`src/rtl/prefetch_pkg.sv`:
```
// ---------------------------------------------------------------------------
// prefetch_pkg
//   Shared types and helpers for the next-line prefetch engine.
//   Rev 1.0
// ---------------------------------------------------------------------------
`default_nettype none

package prefetch_pkg;

    typedef enum logic [1:0] {
        IDLE  = 2'd0,
        FETCH = 2'd1,
        HOLD  = 2'd2
    } pf_state_t;

    localparam int PF_LINE_BYTES  = 32;
    localparam int PF_OFFSET_BITS = $clog2(PF_LINE_BYTES);

    typedef struct packed {
        logic [31:0] addr;
        logic        suppress;
    } next_line_t;

    // The top line of memory has no successor; no wrap to line 0.
    function automatic next_line_t next_line(input logic [31:0] addr);
        next_line_t r;
        r.suppress = &addr[31:PF_OFFSET_BITS];
        r.addr     = {addr[31:PF_OFFSET_BITS] + (32 - PF_OFFSET_BITS)'(1),
                      {PF_OFFSET_BITS{1'b0}}};
        return r;
    endfunction

endpackage

`default_nettype wire

```
`src/rtl/next_line_prefetcher.sv`:
```
// ---------------------------------------------------------------------------
// next_line_prefetcher
//   Fetches the line after each demand miss into a one-entry buffer and
//   offers it to the L1 until installed or cancelled.
//   Rev 1.0
// ---------------------------------------------------------------------------
`default_nettype none

module next_line_prefetcher
    import prefetch_pkg::*;
#(
    parameter int s_offset = 5,
    parameter int s_line   = 256,
    parameter int s_count  = 16
) (
    input  logic               clk,
    input  logic               rst,
    input  logic               miss_valid,
    input  logic [31:0]        miss_address,
    output logic               pf_pmem_read,
    output logic [31:0]        pf_pmem_address,
    input  logic [s_line-1:0]  pf_pmem_rdata,
    input  logic               pf_pmem_resp,
    output logic               prefetch_ready,
    output logic [s_line-1:0]  prefetch_rdata,
    output logic [31:0]        pf_cline_address,
    input  logic               pf_install,
    input  logic               pf_cancel,
    output logic [s_count-1:0] pf_issued_count,
    output logic [s_count-1:0] pf_installed_count
);

    pf_state_t   r_state;
    logic        r_pend_valid;
    logic [31:0] r_pend_addr;

    next_line_t  w_nl;
    logic        w_trig;
    logic        w_dup;
    logic        w_exit;

    // pf_pmem_address holds the active line through both FETCH and HOLD.
    always_comb begin
        w_nl   = next_line(miss_address);
        w_trig = miss_valid && !w_nl.suppress;
        w_dup  = (w_nl.addr[31:s_offset] == pf_pmem_address[31:s_offset]);
        w_exit = pf_install || pf_cancel;
    end

    always_ff @(posedge clk) begin
        if (rst) begin
            r_state            <= IDLE;
            r_pend_valid       <= 1'b0;
            r_pend_addr        <= '0;
            pf_pmem_read       <= 1'b0;
            pf_pmem_address    <= '0;
            prefetch_ready     <= 1'b0;
            prefetch_rdata     <= '0;
            pf_cline_address   <= '0;
            pf_issued_count    <= '0;
            pf_installed_count <= '0;
        end else begin
            case (r_state)
                IDLE: begin
                    if (w_trig) begin
                        pf_pmem_address <= w_nl.addr;
                        pf_pmem_read    <= 1'b1;
                        r_state         <= FETCH;
                    end
                end

                FETCH: begin
                    if (w_trig && !w_dup) begin
                        r_pend_valid <= 1'b1;
                        r_pend_addr  <= w_nl.addr;
                    end
                    if (pf_pmem_resp) begin
                        prefetch_rdata   <= pf_pmem_rdata;
                        pf_cline_address <= pf_pmem_address;
                        pf_pmem_read     <= 1'b0;
                        prefetch_ready   <= 1'b1;
                        if (pf_issued_count != '1)
                            pf_issued_count <= pf_issued_count + s_count'(1);
                        r_state          <= HOLD;
                    end
                end

                HOLD: begin
                    if (w_exit) begin
                        prefetch_ready <= 1'b0;
                        if (pf_install && (pf_installed_count != '1))
                            pf_installed_count <= pf_installed_count + s_count'(1);
                        // A miss arriving on the exit cycle wins over pending.
                        if (w_trig) begin
                            pf_pmem_address <= w_nl.addr;
                            pf_pmem_read    <= 1'b1;
                            r_state         <= FETCH;
                        end else if (r_pend_valid) begin
                            pf_pmem_address <= r_pend_addr;
                            pf_pmem_read    <= 1'b1;
                            r_pend_valid    <= 1'b0;
                            r_state         <= FETCH;
                        end else begin
                            r_state <= IDLE;
                        end
                    end else if (w_trig && !w_dup) begin
                        r_pend_valid <= 1'b1;
                        r_pend_addr  <= w_nl.addr;
                    end
                end

                default: begin
                    r_state      <= IDLE;
                    pf_pmem_read <= 1'b0;
                end
            endcase
        end
    end

endmodule

`default_nettype wire

```
`config.mk`:
```
export PLATFORM = sky130hd
export DESIGN_NAME = next_line_prefetcher
export DESIGN_NICKNAME = d
export VERILOG_FILES = /design/src/rtl/prefetch_pkg.sv /design/src/rtl/next_line_prefetcher.sv
export SDC_FILE = /design/constraint.sdc
export NUM_CORES = 1
export LEC_CHECK = 0
export ABC_AREA = 1
export CORE_AREA = 4 4 250 252
export DETAILED_ROUTE_END_ITERATION = 7
export DIE_AREA = 0 0 254 256
export PLACE_DENSITY_LB_ADDON = 0.15
export RECOVER_POWER = 50
export SLEW_MARGIN = 20
export SYNTH_ARGS = -nofsm -noshare
export SYNTH_HDL_FRONTEND = slang
export SYNTH_SLANG_ARGS = --single-unit
```
`constraint.sdc`:
```
create_clock -name clk -period 2.8 [get_ports clk]
set_input_delay 0.56 -clock clk [delete_from_list [all_inputs] [get_ports clk]]
set_output_delay 0.56 -clock clk [all_outputs]
set_load 0.05 [all_outputs]
```
# Yosys cells after proc, flatten, opt, wreduce, memory -nomap -nowiden
# Index checks and enable logic that the tools add are counted.
dict set report op_classes {
  n_addsub 3
  eq_ne 11
  mux 27
  reduce_logical 19
}
# cell n
set op_table {}
lappend op_table {{32-bit two-way mux} 6}
lappend op_table {{32-bit case mux with 2 select lines} 2}
lappend op_table {{16-bit by 1-bit adder with 16-bit output (second input constant)} 2}
lappend op_table {{16-bit inequality test (second input constant)} 2}
lappend op_table {{27-bit by 1-bit adder with 27-bit output (second input constant)} 1}
lappend op_table {{27-bit == test} 1}
lappend op_table {{27-bit AND reduction} 1}
lappend op_table {{1-bit two-way mux} 12}
lappend op_table {{3-bit AND reduction} 4}
lappend op_table {{2-bit inequality test (second input constant)} 4}
lappend op_table {{4-bit AND reduction} 2}
lappend op_table {{2-bit two-way mux} 3}
lappend op_table {{3-bit inequality test (second input constant)} 2}
lappend op_table {{2-bit case mux with 3 select lines} 1}
lappend op_table {{2-bit AND reduction} 3}
lappend op_table {{1-bit case mux with 2 select lines} 2}
lappend op_table {{2-bit nonzero test} 2}
lappend op_table {{1-bit logical AND} 3}
lappend op_table {{1-bit case mux with 3 select lines} 1}
lappend op_table {{2-bit by 1-bit == test with 1-bit output (second input constant)} 1}
lappend op_table {{2-bit == test (second input constant)} 1}
lappend op_table {{1-bit zero test} 2}
lappend op_table {{2-bit zero test} 1}
lappend op_table {{1-bit logical OR} 1}
dict set report word_totals {
  regBits 389
  in_bits 294
  out_inout_bits 354
  elab_cells 70
}

# Logic depth before layout (Yosys ltp)
# Gate-level depths: netlist (run 1).
dict set report logic_depth {
  word_depth 7
  mapped_depth 19
  ltp_nobuf 18
}

# Worst setup path after synthesis (run 1)
# No wires, ideal clock.
dict set report synth_timing {
  path_type {input to register}
  startpoint {in miss_address[5]}
  endpoint {reg r_pend_addr[10]}
  setup_time_ns 0.115
  arrival_time_ns 2.202
  required_ns 2.685
  slack_ns 0.483
  stages 17
  n_path_buf 1
  cell_sequence {ha_1 -> nand2_2 -> nor2_4 -> nand2_1 -> nor2_1 -> nand2_1 -> nand2_2 -> nand2_2 -> nand2_1 -> nand2_1 -> nor2_1 -> nand2_1 -> nor2_4 -> nand3_4 -> buf_2 -> a21oi_1 -> nor2_1}
}
dict set report synth_via {
  elab_chain_len 7
  elab_cells_between_ends 10
  cone_classes {add/sub: 1; eq/ne: 1; mux: 3; reduce/logical: 5}
}
# element line
set synth_rtl {}
lappend synth_rtl {{start, declared} next_line_prefetcher.sv:19} ;# input logic [31:0] miss_address,
lappend synth_rtl {{27-bit by 1-bit adder with 27-bit output / 27-bit AND reduction (equally long branches)} {prefetch_pkg.sv:28, prefetch_pkg.sv:27}}
lappend synth_rtl {{27-bit == test / 1-bit zero test (equally long branches)} {next_line_prefetcher.sv:46, next_line_prefetcher.sv:45}}
lappend synth_rtl {{1-bit zero test / 1-bit logical AND (equally long branches)} {next_line_prefetcher.sv:73, next_line_prefetcher.sv:106, next_line_prefetcher.sv:45}}
lappend synth_rtl {{1-bit logical AND} {next_line_prefetcher.sv:73, next_line_prefetcher.sv:106}}
lappend synth_rtl {{32-bit two-way mux *} {next_line_prefetcher.sv:73, next_line_prefetcher.sv:106}}
lappend synth_rtl {{32-bit two-way mux} next_line_prefetcher.sv:89} ;# if (w_exit) begin
lappend synth_rtl {{32-bit case mux with 2 select lines *} next_line_prefetcher.sv:63} ;# case (r_state)
lappend synth_rtl {{end signal, assigned} next_line_prefetcher.sv:75} ;# r_pend_addr <= w_nl.addr;
lappend synth_rtl {{end signal, assigned} next_line_prefetcher.sv:108} ;# r_pend_addr <= w_nl.addr;
lappend synth_rtl {{end, declared} next_line_prefetcher.sv:35} ;# logic [31:0] r_pend_addr;
# Every way passes the cells marked *; elsewhere a longest branch is shown, timed or not. The select of a mux whose other input is x is not followed.
# A chain may end at the register's enable or synchronous reset.

# Final worst setup path (run 1)
dict set report layout_timing {
  startpoint {in miss_address[12]}
  endpoint {reg r_pend_addr[7]}
}
dict set report layout_via {
  elab_chain_len 7
  elab_cells_between_ends 10
  cone_classes {add/sub: 1; eq/ne: 1; mux: 3; reduce/logical: 5}
}
# element line
set layout_rtl {}
lappend layout_rtl {{27-bit by 1-bit adder with 27-bit output / 27-bit AND reduction (equally long branches)} {prefetch_pkg.sv:28, prefetch_pkg.sv:27}}
lappend layout_rtl {{27-bit == test / 1-bit zero test (equally long branches)} {next_line_prefetcher.sv:46, next_line_prefetcher.sv:45}}
lappend layout_rtl {{1-bit zero test / 1-bit logical AND (equally long branches)} {next_line_prefetcher.sv:73, next_line_prefetcher.sv:106, next_line_prefetcher.sv:45}}
lappend layout_rtl {{1-bit logical AND *} {next_line_prefetcher.sv:73, next_line_prefetcher.sv:106}}
lappend layout_rtl {{32-bit two-way mux *} -}
lappend layout_rtl {{32-bit two-way mux} -}
lappend layout_rtl {{32-bit case mux with 2 select lines *} -}
# Marked as above.

==> results.yml, run 1 <==
timing:
  timing.final.ws_setup_ns: 0.196
  setup_viol: 0
  fmaxAchievable_ghz: 0.384
  fin_crit_ns: 2.60
  maxSlewHeadroom_pct: 40.5
  tightestPinTransition_ns: 0.893
  rsz0062_at_grt: "false"
  period_share_pct: 93.0
  maxSlewViolCount: 0
  final.setup_skew_ns: 0.0216
  hold_violations: 0
global_routing:
  grt_pass1_wl_um: 99500
  grt.overflow.total: 0
  grt_max_degree: 104
  grt_pass1_vias: 16000
  antenna_found_initial: 15
  grt_usage_pct: 19.8
drt:
  firstDrtPassIters: 7
  num_vias: 16300
  drc: 0
  drt-initial-drc-count: 867
  ant_nets: 0
  avgViaCountPerCell: 4.48
  drt-wirelength-per-cell_um: 18.6
  drt_wl_total_um: 67600
setup_path:
  critPathKind: "input pin to flip-flop"
  r2r_start: "r_state[0]"
  rrSetupSlack_ns: 0.31
  worstPathRequired_ns: 3.26
  cp.arrival_ns: 3.06
  r2r-end: "prefetch_rdata[62]"
  critPathMaxFanout: 11
  reg2reg_depth: 7
  critPathLaunchType: "input pin"
  end_kind: "flip-flop"
logic_synthesis:
  netlist_instances: 2121
  yosysWarnings: 0
  seq_area_frac_synth_pct: 49.5
  synth_area_um2: 15100
  synth_edf_count: 0
  synth_largest_area_cell: "dfxtp_1"
  synth-async-reset-ratio_pct: 0
  ys_top_cells_by_count: "756 x nand2_1, 374 x dfxtp_1, 361 x a21oi_1, 121 x inv_1, 107 x clkbuf_1"
  synth_most_common_cell: "nand2_1"
  ys_top_cells_by_area: "dfxtp_1 49%, nand2_1 19%, a21oi_1 12%"
  syn_area_per_cell_um2: 7.13
  synthFlopType: "dfxtp_1"
  ys_types: 38
  synth_top_area_share_pct: 49.5
  synth-seq-cells: 374
clock_tree:
  cts_tree: "built"
  cts_sinks: 374
  post_cts_buffers: 0
  post_cts_resized: 0
  cts_root_buffer: "clkbuf_16"
  clk_latency_ns: 0.58
  cts_buffers: 45
  h-tree-depth: 2
  cts_max_path_buffers: 3
  clk_pin_slew_ns: 0.06
  cts.hold.buffers_added: 0
outcome:
  status: "complete, no violations"
pwr:
  irDropWorstVdd_mv: 0.534
  powerDensity_nw_per_um2: 596
  leakagePower_uw: 0.00923
floorplan:
  ios: 648
  num_rows: 90
  die_h_um: 256
  initial_utilization_pct: 25.2
  dieArea_um2: 65000
  chipWidth_um: 254
  core_um2: 60100
worst_hold_path:
  hold_end: "prefetch_rdata[230]"
  hold_depth: 2
  hold_start: "prefetch_rdata[230]"
  hp-class: "flip-flop to flip-flop"
placed_design:
  place_area_um2: 23100
  pre_cts_slack_ns: -0.382
  dp.final_hpwl_um: 51400
  io_buffer_count: 632
  gp_congestion: 0.874
finish:
  drive_above_1_share_pct: 8.10
  area_growth_pct: 61.8
  fin_area_um2: 24500
  nets: 3101
flow_run:
  drv_cap: 0
## flip-flops by register name (all words and copies together), names as in the netlist, 2 cells and up
name,flops
pf_cline_address,27
pf_installed_count,16
pf_issued_count,16
pf_pmem_address,27
prefetch_rdata,256
r_pend_addr,27
r_state,2
## layout make-up
cell class / count / area [um^2]
Antenna cell: 14 / 35.0
Clock inverter: 16 / 128
Fill cell: 6163 / 35700
Tap cell: 782 / 978
Clock buffer: 65 / 1330
Inverter: 124 / 473
Timing Repair Buffer: 760 / 7390
Sequential cell: 374 / 7490
Multi-Input combinational cell: 1499 / 6650
## stage by stage
stage               total power (uW)  TNS [ns]  hold WS [ns]  util, %  std cells
finish                         14600         0         0.460     40.7       3634
global route                   15200         0         0.476     40.7       3633
CTS                            14900         0         0.463     40.8       3620
detailed placement              9000    -18.45         0.451     38.4       3539
global placement                8980    -16.46         0.448     38.4       3539
floorplan                       7560         0         0.434        -       2130
## report_power, final
| part | switching, uW | leakage, uW | internal (uW) | total, uW |
|---|---|---|---|---|
| sequential | 182 | 0.00305 | 5610 | 5790 |
| clock | 2440 | 0.000706 | 3330 | 5770 |
| combinational | 1910 | 0.00548 | 1140 | 3040 |
## worst max-delay path, stage by stage
cell             delay (ns)
clkdlybuf4s50_1        0.56
nand2_1                0.13
nor2_1                 0.20
nand2_1                0.17
nor2_4                 0.15
nand2_1                0.09
nand3_1                0.09
nand2_1                0.07
nor2_1                 0.20
nand3_1                0.11
nor2_1                 0.18
nand3_4                0.13
nand2_2                0.22
nand2_1                0.09
nand2_1                0.07
nor2_1                 0.04
## kinds of logic (layout without fill, tap and decap cells)
kind of cell | count (synthesis) | in the layout | synth area share, %
simple gates | 1004 | 1004 | 26.9
other cells | 1 | 24 | 0.0248
flops | 374 | 374 | 49.5
compound gates | 476 | 476 | 16.0
xor+xnor | 6 | 6 | 0.438
buf+inv | 257 | 965 | 6.87
fa+ha+maj | 3 | 3 | 0.248
## routing by layer
layer	wire length (um)	track usage, %	vias up	part of all wire, %
met5	13	0	-	0.019
met1	27100	23.0	7469	40
met3	6040	7.36	84	8.9
li1	-	-	8192	-
met4	1780	6.72	2	2.6
met2	32600	33.5	539	48
## how the worst max path moves through the flow
stage	start	endpoint	slack (ns)	depth (start not counted)
3_5_place_dp	miss_address[12]	r_pend_addr[7]	-0.38	18
4_1_cts	miss_address[12]	r_pend_addr[7]	0.22	18
5_1_grt	miss_address[5]	r_pend_addr[7]	0.001	19
6_report	miss_address[12]	r_pend_addr[7]	0.20	16
3_3_place_gp	miss_address[5]	r_pend_addr[27]	-0.37	18
2_1_floorplan	miss_address[5]	r_pend_addr[10]	0.48	17
## placed cells by master (no fill, tap or decap), types with 4 or more instances in the layout
cell type	synthesis	final
nand2_1	756	756
clkdlybuf4s50_1	0	588
dfxtp_1	374	374
a21oi_1	361	361
inv_1	121	119
buf_4	13	105
nand3_1	93	93
nor2_1	97	92
o21ai_0	87	87
clkbuf_16	0	46
dlygate4sd3_1	0	43
o21ai_1	19	19
nor3_1	16	16
diode_2	0	14
clkbuf_1	107	13
clkbuf_8	0	12
nand4_1	11	11
conb_1	1	10
buf_12	0	10
nor2_4	8	9
nand2_2	8	8
nor2_2	3	7
clkinv_2	0	7
clkinvlp_4	0	6
inv_2	3	4
nor3b_1	4	4
Note: power is estimated with default switching activity, not from simulation.
==> run 2, diff against run 1 <==
Settings changed: CTS_CLUSTER_DIAMETER set to 120, SKIP_LAST_GASP set to 1.
==> results of run 2 <==
Final layout, timing and power as in run 1 (identical DEF).
